$ cat src/rtl/mul_dispatch_if.sv
// Request, multiplier and response channels of the multiplier dispatcher.
// The dispatcher uses the master view; the requester/multiplier side uses slave.
interface mul_dispatch_if #(
    parameter int TAG_W = 4
);
    logic             req_valid;
    logic             req_ready;
    logic [31:0]      req_opa;
    logic [31:0]      req_opb;
    logic             req_op;
    logic [TAG_W-1:0] req_tag;

    logic             mul_clear;
    logic             mul_start;
    logic             mul_muordi;
    logic [31:0]      mul_opera1;
    logic [63:0]      mul_opera2;
    logic             mul_valid;
    logic [63:0]      mul_result;

    logic             rsp_valid;
    logic             rsp_ready;
    logic [63:0]      rsp_result;
    logic [TAG_W-1:0] rsp_tag;
    logic             rsp_err;

    modport master (
        input  req_valid, req_opa, req_opb, req_op, req_tag,
        input  mul_valid, mul_result, rsp_ready,
        output req_ready, mul_clear, mul_start, mul_muordi, mul_opera1, mul_opera2,
        output rsp_valid, rsp_result, rsp_tag, rsp_err
    );

    modport slave (
        output req_valid, req_opa, req_opb, req_op, req_tag,
        output mul_valid, mul_result, rsp_ready,
        input  req_ready, mul_clear, mul_start, mul_muordi, mul_opera1, mul_opera2,
        input  rsp_valid, rsp_result, rsp_tag, rsp_err
    );
endinterface

$ cat src/rtl/mul_dispatch.sv
// Front end for the shift-add multiplier: queues tagged requests, issues one
// clear/start sequence at a time, waits for the product and returns it.
module mul_dispatch #(
    parameter int DEPTH   = 4,
    parameter int TAG_W   = 4,
    parameter int TIMEOUT = 64,
    parameter int SETTLE  = 1
) (
    input logic            clock,
    input logic            reset,
    mul_dispatch_if.master bus
);
    localparam int PTR_W   = $clog2(DEPTH);
    localparam int ENTRY_W = 32 + 32 + 1 + TAG_W;
    localparam int CNT_MAX = (TIMEOUT > SETTLE) ? TIMEOUT : SETTLE;
    localparam int CNT_W   = $clog2(CNT_MAX) + 1;

    localparam logic [CNT_W-1:0] WAIT_LAST   = CNT_W'(TIMEOUT - 1);
    localparam logic [CNT_W-1:0] SETTLE_LAST = CNT_W'(SETTLE - 1);
    localparam logic [PTR_W:0]   FULL_COUNT  = (PTR_W+1)'(DEPTH);

    localparam logic [2:0] ST_IDLE   = 3'd0;
    localparam logic [2:0] ST_CLEAR  = 3'd1;
    localparam logic [2:0] ST_START  = 3'd2;
    localparam logic [2:0] ST_WAIT   = 3'd3;
    localparam logic [2:0] ST_SETTLE = 3'd4;
    localparam logic [2:0] ST_DIV    = 3'd5;
    localparam logic [2:0] ST_RESP   = 3'd6;

    logic [ENTRY_W-1:0] mem [DEPTH];
    logic [PTR_W-1:0]   wr_ptr;
    logic [PTR_W-1:0]   rd_ptr;
    logic [PTR_W:0]     count;
    logic [PTR_W:0]     count_next;
    logic               push;
    logic               pop;

    logic [ENTRY_W-1:0] head;
    logic [31:0]        head_opa;
    logic [31:0]        head_opb;
    logic               head_op;
    logic [TAG_W-1:0]   head_tag;

    logic [2:0]         state;
    logic [2:0]         state_next;
    logic [CNT_W-1:0]   cnt;
    logic [TAG_W-1:0]   op_tag;

    assign head     = mem[rd_ptr];
    assign head_opa = head[ENTRY_W-1 -: 32];
    assign head_opb = head[ENTRY_W-33 -: 32];
    assign head_op  = head[TAG_W];
    assign head_tag = head[TAG_W-1:0];

    assign push = bus.req_valid && bus.req_ready;
    assign pop  = (state == ST_IDLE) && (count != '0);

    assign bus.mul_muordi = 1'b0;

    // Occupancy after this edge; simultaneous push and pop leave it unchanged.
    always_comb begin
        count_next = count;
        if (push && !pop) begin
            count_next = count + (PTR_W+1)'(1);
        end else if (pop && !push) begin
            count_next = count - (PTR_W+1)'(1);
        end
    end

    // Request storage; entries need no reset because count guards them.
    always_ff @(posedge clock) begin
        if (push) begin
            mem[wr_ptr] <= {bus.req_opa, bus.req_opb, bus.req_op, bus.req_tag};
        end
    end

    // FIFO pointers, occupancy and the registered not-full flag.
    always_ff @(posedge clock or negedge reset) begin
        if (!reset) begin
            wr_ptr        <= '0;
            rd_ptr        <= '0;
            count         <= '0;
            bus.req_ready <= 1'b0;
        end else begin
            if (push) wr_ptr <= wr_ptr + PTR_W'(1);
            if (pop)  rd_ptr <= rd_ptr + PTR_W'(1);
            count         <= count_next;
            bus.req_ready <= (count_next != FULL_COUNT);
        end
    end

    // Issue sequencing; a valid product wins over a coinciding timeout.
    always_comb begin
        state_next = state;
        case (state)
            ST_IDLE:   if (pop) state_next = head_op ? ST_DIV : ST_CLEAR;
            ST_CLEAR:  state_next = ST_START;
            ST_START:  state_next = ST_WAIT;
            ST_WAIT: begin
                if (bus.mul_valid) begin
                    state_next = ST_SETTLE;
                end else if (cnt == WAIT_LAST) begin
                    state_next = ST_RESP;
                end
            end
            ST_SETTLE: if (cnt == SETTLE_LAST) state_next = ST_RESP;
            ST_DIV:    state_next = ST_RESP;
            ST_RESP:   if (bus.rsp_ready) state_next = ST_IDLE;
            default:   state_next = ST_IDLE;
        endcase
    end

    // State register and the cycle counter, restarted on every state change.
    always_ff @(posedge clock or negedge reset) begin
        if (!reset) begin
            state <= ST_IDLE;
            cnt   <= '0;
        end else begin
            state <= state_next;
            if (state_next != state) begin
                cnt <= '0;
            end else if (state == ST_WAIT || state == ST_SETTLE) begin
                cnt <= cnt + CNT_W'(1);
            end
        end
    end

    // Multiplier drive; clear stays high across a divide so the multiplier never runs.
    always_ff @(posedge clock or negedge reset) begin
        if (!reset) begin
            bus.mul_clear  <= 1'b1;
            bus.mul_start  <= 1'b0;
            bus.mul_opera1 <= '0;
            bus.mul_opera2 <= '0;
            op_tag         <= '0;
        end else begin
            bus.mul_clear <= (state_next == ST_IDLE) || (state_next == ST_CLEAR) ||
                             (state_next == ST_DIV) ||
                             ((state_next == ST_RESP) && bus.mul_clear);
            bus.mul_start <= (state_next == ST_START);
            if (pop) begin
                bus.mul_opera1 <= head_opa;
                bus.mul_opera2 <= {32'b0, head_opb};
                op_tag         <= head_tag;
            end
        end
    end

    // Response register, loaded once on entry to RESP and held until accepted.
    always_ff @(posedge clock or negedge reset) begin
        if (!reset) begin
            bus.rsp_valid  <= 1'b0;
            bus.rsp_result <= '0;
            bus.rsp_tag    <= '0;
            bus.rsp_err    <= 1'b0;
        end else begin
            bus.rsp_valid <= (state_next == ST_RESP);
            if (state != ST_RESP && state_next == ST_RESP) begin
                bus.rsp_tag <= op_tag;
                if (state == ST_SETTLE) begin
                    bus.rsp_result <= bus.mul_result;
                    bus.rsp_err    <= 1'b0;
                end else begin
                    bus.rsp_result <= '0;
                    bus.rsp_err    <= 1'b1;
                end
            end
        end
    end
endmodule

$ cat src/flat_wrapper.sv
// flat-port wrapper written by rule: the top's interface ports become plain ports
module mul_dispatch_flat 
#(
    parameter int DEPTH   = 4,
    parameter int TAG_W   = 4,
    parameter int TIMEOUT = 64,
    parameter int SETTLE  = 1
)
  (clock, reset, bus_req_valid, bus_req_opa, bus_req_opb, bus_req_op, bus_req_tag, bus_mul_valid, bus_mul_result, bus_rsp_ready, bus_req_ready, bus_mul_clear, bus_mul_start, bus_mul_muordi, bus_mul_opera1, bus_mul_opera2, bus_rsp_valid, bus_rsp_result, bus_rsp_tag, bus_rsp_err);
  mul_dispatch_if #(.TAG_W(TAG_W)) bus_i ();
  input logic clock;
  input logic reset;
  input wire logic [$bits(bus_i.req_valid)-1:0] bus_req_valid;
  input wire logic [$bits(bus_i.req_opa)-1:0] bus_req_opa;
  input wire logic [$bits(bus_i.req_opb)-1:0] bus_req_opb;
  input wire logic [$bits(bus_i.req_op)-1:0] bus_req_op;
  input wire logic [$bits(bus_i.req_tag)-1:0] bus_req_tag;
  input wire logic [$bits(bus_i.mul_valid)-1:0] bus_mul_valid;
  input wire logic [$bits(bus_i.mul_result)-1:0] bus_mul_result;
  input wire logic [$bits(bus_i.rsp_ready)-1:0] bus_rsp_ready;
  output wire logic [$bits(bus_i.req_ready)-1:0] bus_req_ready;
  output wire logic [$bits(bus_i.mul_clear)-1:0] bus_mul_clear;
  output wire logic [$bits(bus_i.mul_start)-1:0] bus_mul_start;
  output wire logic [$bits(bus_i.mul_muordi)-1:0] bus_mul_muordi;
  output wire logic [$bits(bus_i.mul_opera1)-1:0] bus_mul_opera1;
  output wire logic [$bits(bus_i.mul_opera2)-1:0] bus_mul_opera2;
  output wire logic [$bits(bus_i.rsp_valid)-1:0] bus_rsp_valid;
  output wire logic [$bits(bus_i.rsp_result)-1:0] bus_rsp_result;
  output wire logic [$bits(bus_i.rsp_tag)-1:0] bus_rsp_tag;
  output wire logic [$bits(bus_i.rsp_err)-1:0] bus_rsp_err;
  assign bus_i.req_valid = bus_req_valid;
  assign bus_i.req_opa = bus_req_opa;
  assign bus_i.req_opb = bus_req_opb;
  assign bus_i.req_op = bus_req_op;
  assign bus_i.req_tag = bus_req_tag;
  assign bus_i.mul_valid = bus_mul_valid;
  assign bus_i.mul_result = bus_mul_result;
  assign bus_i.rsp_ready = bus_rsp_ready;
  assign bus_req_ready = bus_i.req_ready;
  assign bus_mul_clear = bus_i.mul_clear;
  assign bus_mul_start = bus_i.mul_start;
  assign bus_mul_muordi = bus_i.mul_muordi;
  assign bus_mul_opera1 = bus_i.mul_opera1;
  assign bus_mul_opera2 = bus_i.mul_opera2;
  assign bus_rsp_valid = bus_i.rsp_valid;
  assign bus_rsp_result = bus_i.rsp_result;
  assign bus_rsp_tag = bus_i.rsp_tag;
  assign bus_rsp_err = bus_i.rsp_err;
  mul_dispatch #(.DEPTH(DEPTH), .TAG_W(TAG_W), .TIMEOUT(TIMEOUT), .SETTLE(SETTLE)) u_core (.clock(clock), .reset(reset), .bus(bus_i));
endmodule
$ cat config.mk
export PLATFORM = sky130hd
export DESIGN_NAME = mul_dispatch_flat
export DESIGN_NICKNAME = d
export VERILOG_FILES = /design/src/rtl/mul_dispatch_if.sv /design/src/rtl/mul_dispatch.sv /design/src/flat_wrapper.sv
export SDC_FILE = /design/constraint.sdc
export NUM_CORES = 1
export LEC_CHECK = 0
export BUFFER_PORTS_ARGS = -buffer_cell sky130_fd_sc_hd__buf_2
export CAP_MARGIN = 15
export CORE_ASPECT_RATIO = 2
export CORE_MARGIN = 3
export CORE_UTILIZATION = 25
export CTS_BUF_LIST = sky130_fd_sc_hd__clkbuf_2 sky130_fd_sc_hd__clkbuf_4 sky130_fd_sc_hd__clkbuf_8
export DETAILED_ROUTE_END_ITERATION = 6
export MAX_ROUTING_LAYER = met4
export PLACE_DENSITY = 0.42
export RECOVER_POWER = 25
export SYNTH_ARGS = -nofsm -noshare
export SYNTH_HDL_FRONTEND = slang
export SYNTH_SLANG_ARGS = --single-unit
$ cat constraint.sdc
create_clock -name clock -period 4.4 [get_ports clock]
set_input_delay 0.88 -clock clock [delete_from_list [all_inputs] [get_ports clock]]
set_output_delay 0.88 -clock clock [all_outputs]
set_load 0.01 [all_outputs]
==> results.cfg <==
[timing]
period_share = 0.616
rsz0062_at_grt = no
final-setup-viol-count = 0
setup_ws_ns = 1.69
slew_headroom = 0.366
fmax_mhz = 369
slew_viol_final = 0
period_needed_ns = 2.71
hold_viol_final = 0
setup_tns_ns = 0
fin_skew_ns = 0.0197
worst_pin_slew_ns = 0.951
timing.hold.ws_ns = 0.296

[global_route]
antenna_found_initial = 15
grt.overflow.total = 0
grt_max_degree = 75
grtUsageTotal = 0.130
grt_pass1_wl_mm = 64.9
first_global_vias = 10197

[logic_synthesis]
avgSynthCellArea_um2 = 17.0
postSynthCellCount = 966
synthFlopType = edfxtp_1
synth-seq-cells = 434
yosysSeqAreaShare = 0.747
yosys_warnings = 0
ys_async_sr_fraction = 0.364
synth_edf_count = 276
synth.distinct_cells = 46
syn_area_mm2 = 0.0164

[power]
ir_drop_mv = 0.273
powerDensity_mw_per_mm2 = 674
leakagePower_uw = 0.00821
p_total_uw = 13600

[worst_setup_path]
cp.required_ns = 4.93
startpoint_type = flop
critPathSlowestCell = nand3_2
critPathMaxStageDelay_ns = 0.63
crit_chain = inv_1 -> ha_1 -> nor4b_4 -> a311oi_2 -> a21oi_4 -> nand3_2 -> buf_12 -> a22o_1
cp_max_fo = 32
worstSetupPathType = reg -> reg
crit_path_end_kind = flop
arrival_ns = 3.24

[clock_network]
ctsResizeCount = 0
clk_pin_slew_ns = 0.06
clock-sinks = 434
cts_setup_buffers = 0
cts_made_buffers = 71
cts_hold_buf = 0
cts_htree_levels = 3
clk_latency_ns = 0.64
cts_root_buffer = clkbuf_8
tritoncts = yes
clk_path_buf_depth = 3

[drt]
viasPerCell = 4.17
via_count = 9259
drt_first_iter_violations = 260
wl_mm = 43.3
drc = 0
antenna_left = 0
avgRoutedWirePerCell_um = 19.5
dr.pass1.iters = 6

[floorplan]
rows = 132
ios = 308
core_region_area_mm2 = 0.0649
die_h_um = 368
start_util = 0.252
die_w_um = 187
die_area_mm2 = 0.0688

[job]
cap_violations = 0

[worst_hold_path]
hold_path.class = in -> async

[finish]
synthToLayoutAreaGrowth_pct = 23.1
drive_above_1_share = 0.330
nFillCells = 6545
mostFrequentLayoutCells = 276 x edfxtp_1, 213 x nand2_1, 210 x buf_2
final_common_cell = edfxtp_1
layout.nets = 1426
final_area_mm2 = 0.0202

[placement]
routabilityCongestion = 0.731
portBuffers = 274
place_hpwl_mm = 27.5
pre_cts_slack_ns = 1.47
post_dp_cell_area_mm2 = 0.0187

[status]
status = finished clean
-- synth_stat cells, drive strengths merged (2+ instances only) --
library cell    n  area, um2
a21o            3       22.5
nor3            2       10.0
a22o           64        561
nand3b          2       15.0
clkbuf         19       71.3
edfxtp        276       8290
mux4           69       1550
a21oi           7       46.3
mux2i           2       20.0
and3            5       31.3
dfrtp         157       3930
xnor2           7       61.3
nor2           18       70.1
xor2            4       35.0
ha              9        113
nand2         213        800
buf            64        423
or3             2       12.5
o21ai           6       33.8
inv             9       33.8
nand4           2       12.5
nand3           6       35.0
mux2            5       56.3
-- kinds of logic after synthesis --
| kind of cell | Yosys count | share of synthesized area |
|---|---|---|
| flip-flops | 434 | 0.747 |
| AND/OR/NAND/NOR | 257 | 0.0643 |
| buffers and inverters | 92 | 0.0322 |
| AO/OA/AOI/OAI | 86 | 0.0436 |
| multiplexers | 76 | 0.0995 |
| XOR/XNOR | 11 | 0.00588 |
| adder cells (fa/ha/maj) | 9 | 0.00687 |
| other | 1 | 0.000229 |
-- per-stage QoR --
| step | util | cells |
|---|---|---|
| final | 0.311 | 2223 |
| after global routing | 0.311 | 2222 |
| after CTS | 0.311 | 2209 |
| after detailed placement | 0.288 | 2077 |
| after global placement | 0.288 | 2077 |
| after floorplan | - | 998 |
-- critical path, delay by kind of cell (launching register included) --
kind,cells,cell delay (ns)
AND/OR/NAND/NOR,2,0.87
adder cells (fa/ha/maj),1,0.15
AO/OA/AOI/OAI,3,0.62
buffers and inverters,2,0.52
flip-flops,1,0.41
-- layer usage --
metal | vias up | track usage | wire length [um]
met4 | 0 | 0.0557 | 1150
met5 | - | - | 0
li1 | 4172 | - | -
met1 | 4654 | 0.132 | 15900
met2 | 365 | 0.226 | 22400
met3 | 68 | 0.0470 | 3790
-- layout make-up --
class                      instances  area, um2  area share
clock inverter                    26        160     0.00794
tap                              871       1090      0.0540
sequential                       434      12300       0.607
timing repair buffer             291       1480      0.0733
clock buffer                     106       1350      0.0671
multi-input combinational        472       3770       0.187
inverter                           9       33.8     0.00168
antenna                           14       35.0     0.00174
-- sequential cells by signal, indices dropped and copies added (netlist names) --
name and cells:
u_core.cnt 7, u_core.mem 276, u_core.bus.req_ready 1, u_core.bus.rsp_valid 1
u_core.state 3, u_core.bus.rsp_result 64, u_core.bus.mul_start 1, u_core.bus.rsp_tag 4
u_core.op_tag 4, u_core.rd_ptr 2, u_core.count 3, u_core.bus.mul_opera2 32
u_core.bus.mul_clear 1, u_core.bus.rsp_err 1, u_core.bus.mul_opera1 32, u_core.wr_ptr 2
-- report_power, final --
part / switching [uW] / internal, uW
clock: 1660 / 2040
combinational: 2120 / 1630
sequential: 650 / 5490
-- worst paths after layout --
path	slack (ns)	depth (start not counted)	endpoint	from
max reg2reg	1.69	8	u_core.bus.rsp_result[27]	u_core.cnt[0]
min reg2reg	0.47	2	u_core.bus.mul_opera2[4]	u_core.bus.mul_opera2[4]
min	0.30	1	u_core.bus.mul_opera1[10]	reset
max in group asynchronous	3.20	2	u_core.bus.mul_opera2[10]	reset
max	1.69	8	u_core.bus.rsp_result[27]	u_core.cnt[0]
min in group clock	0.45	2	u_core.bus.rsp_result[33]	bus_mul_result[33]
Power figures use the tool's default switching activity.
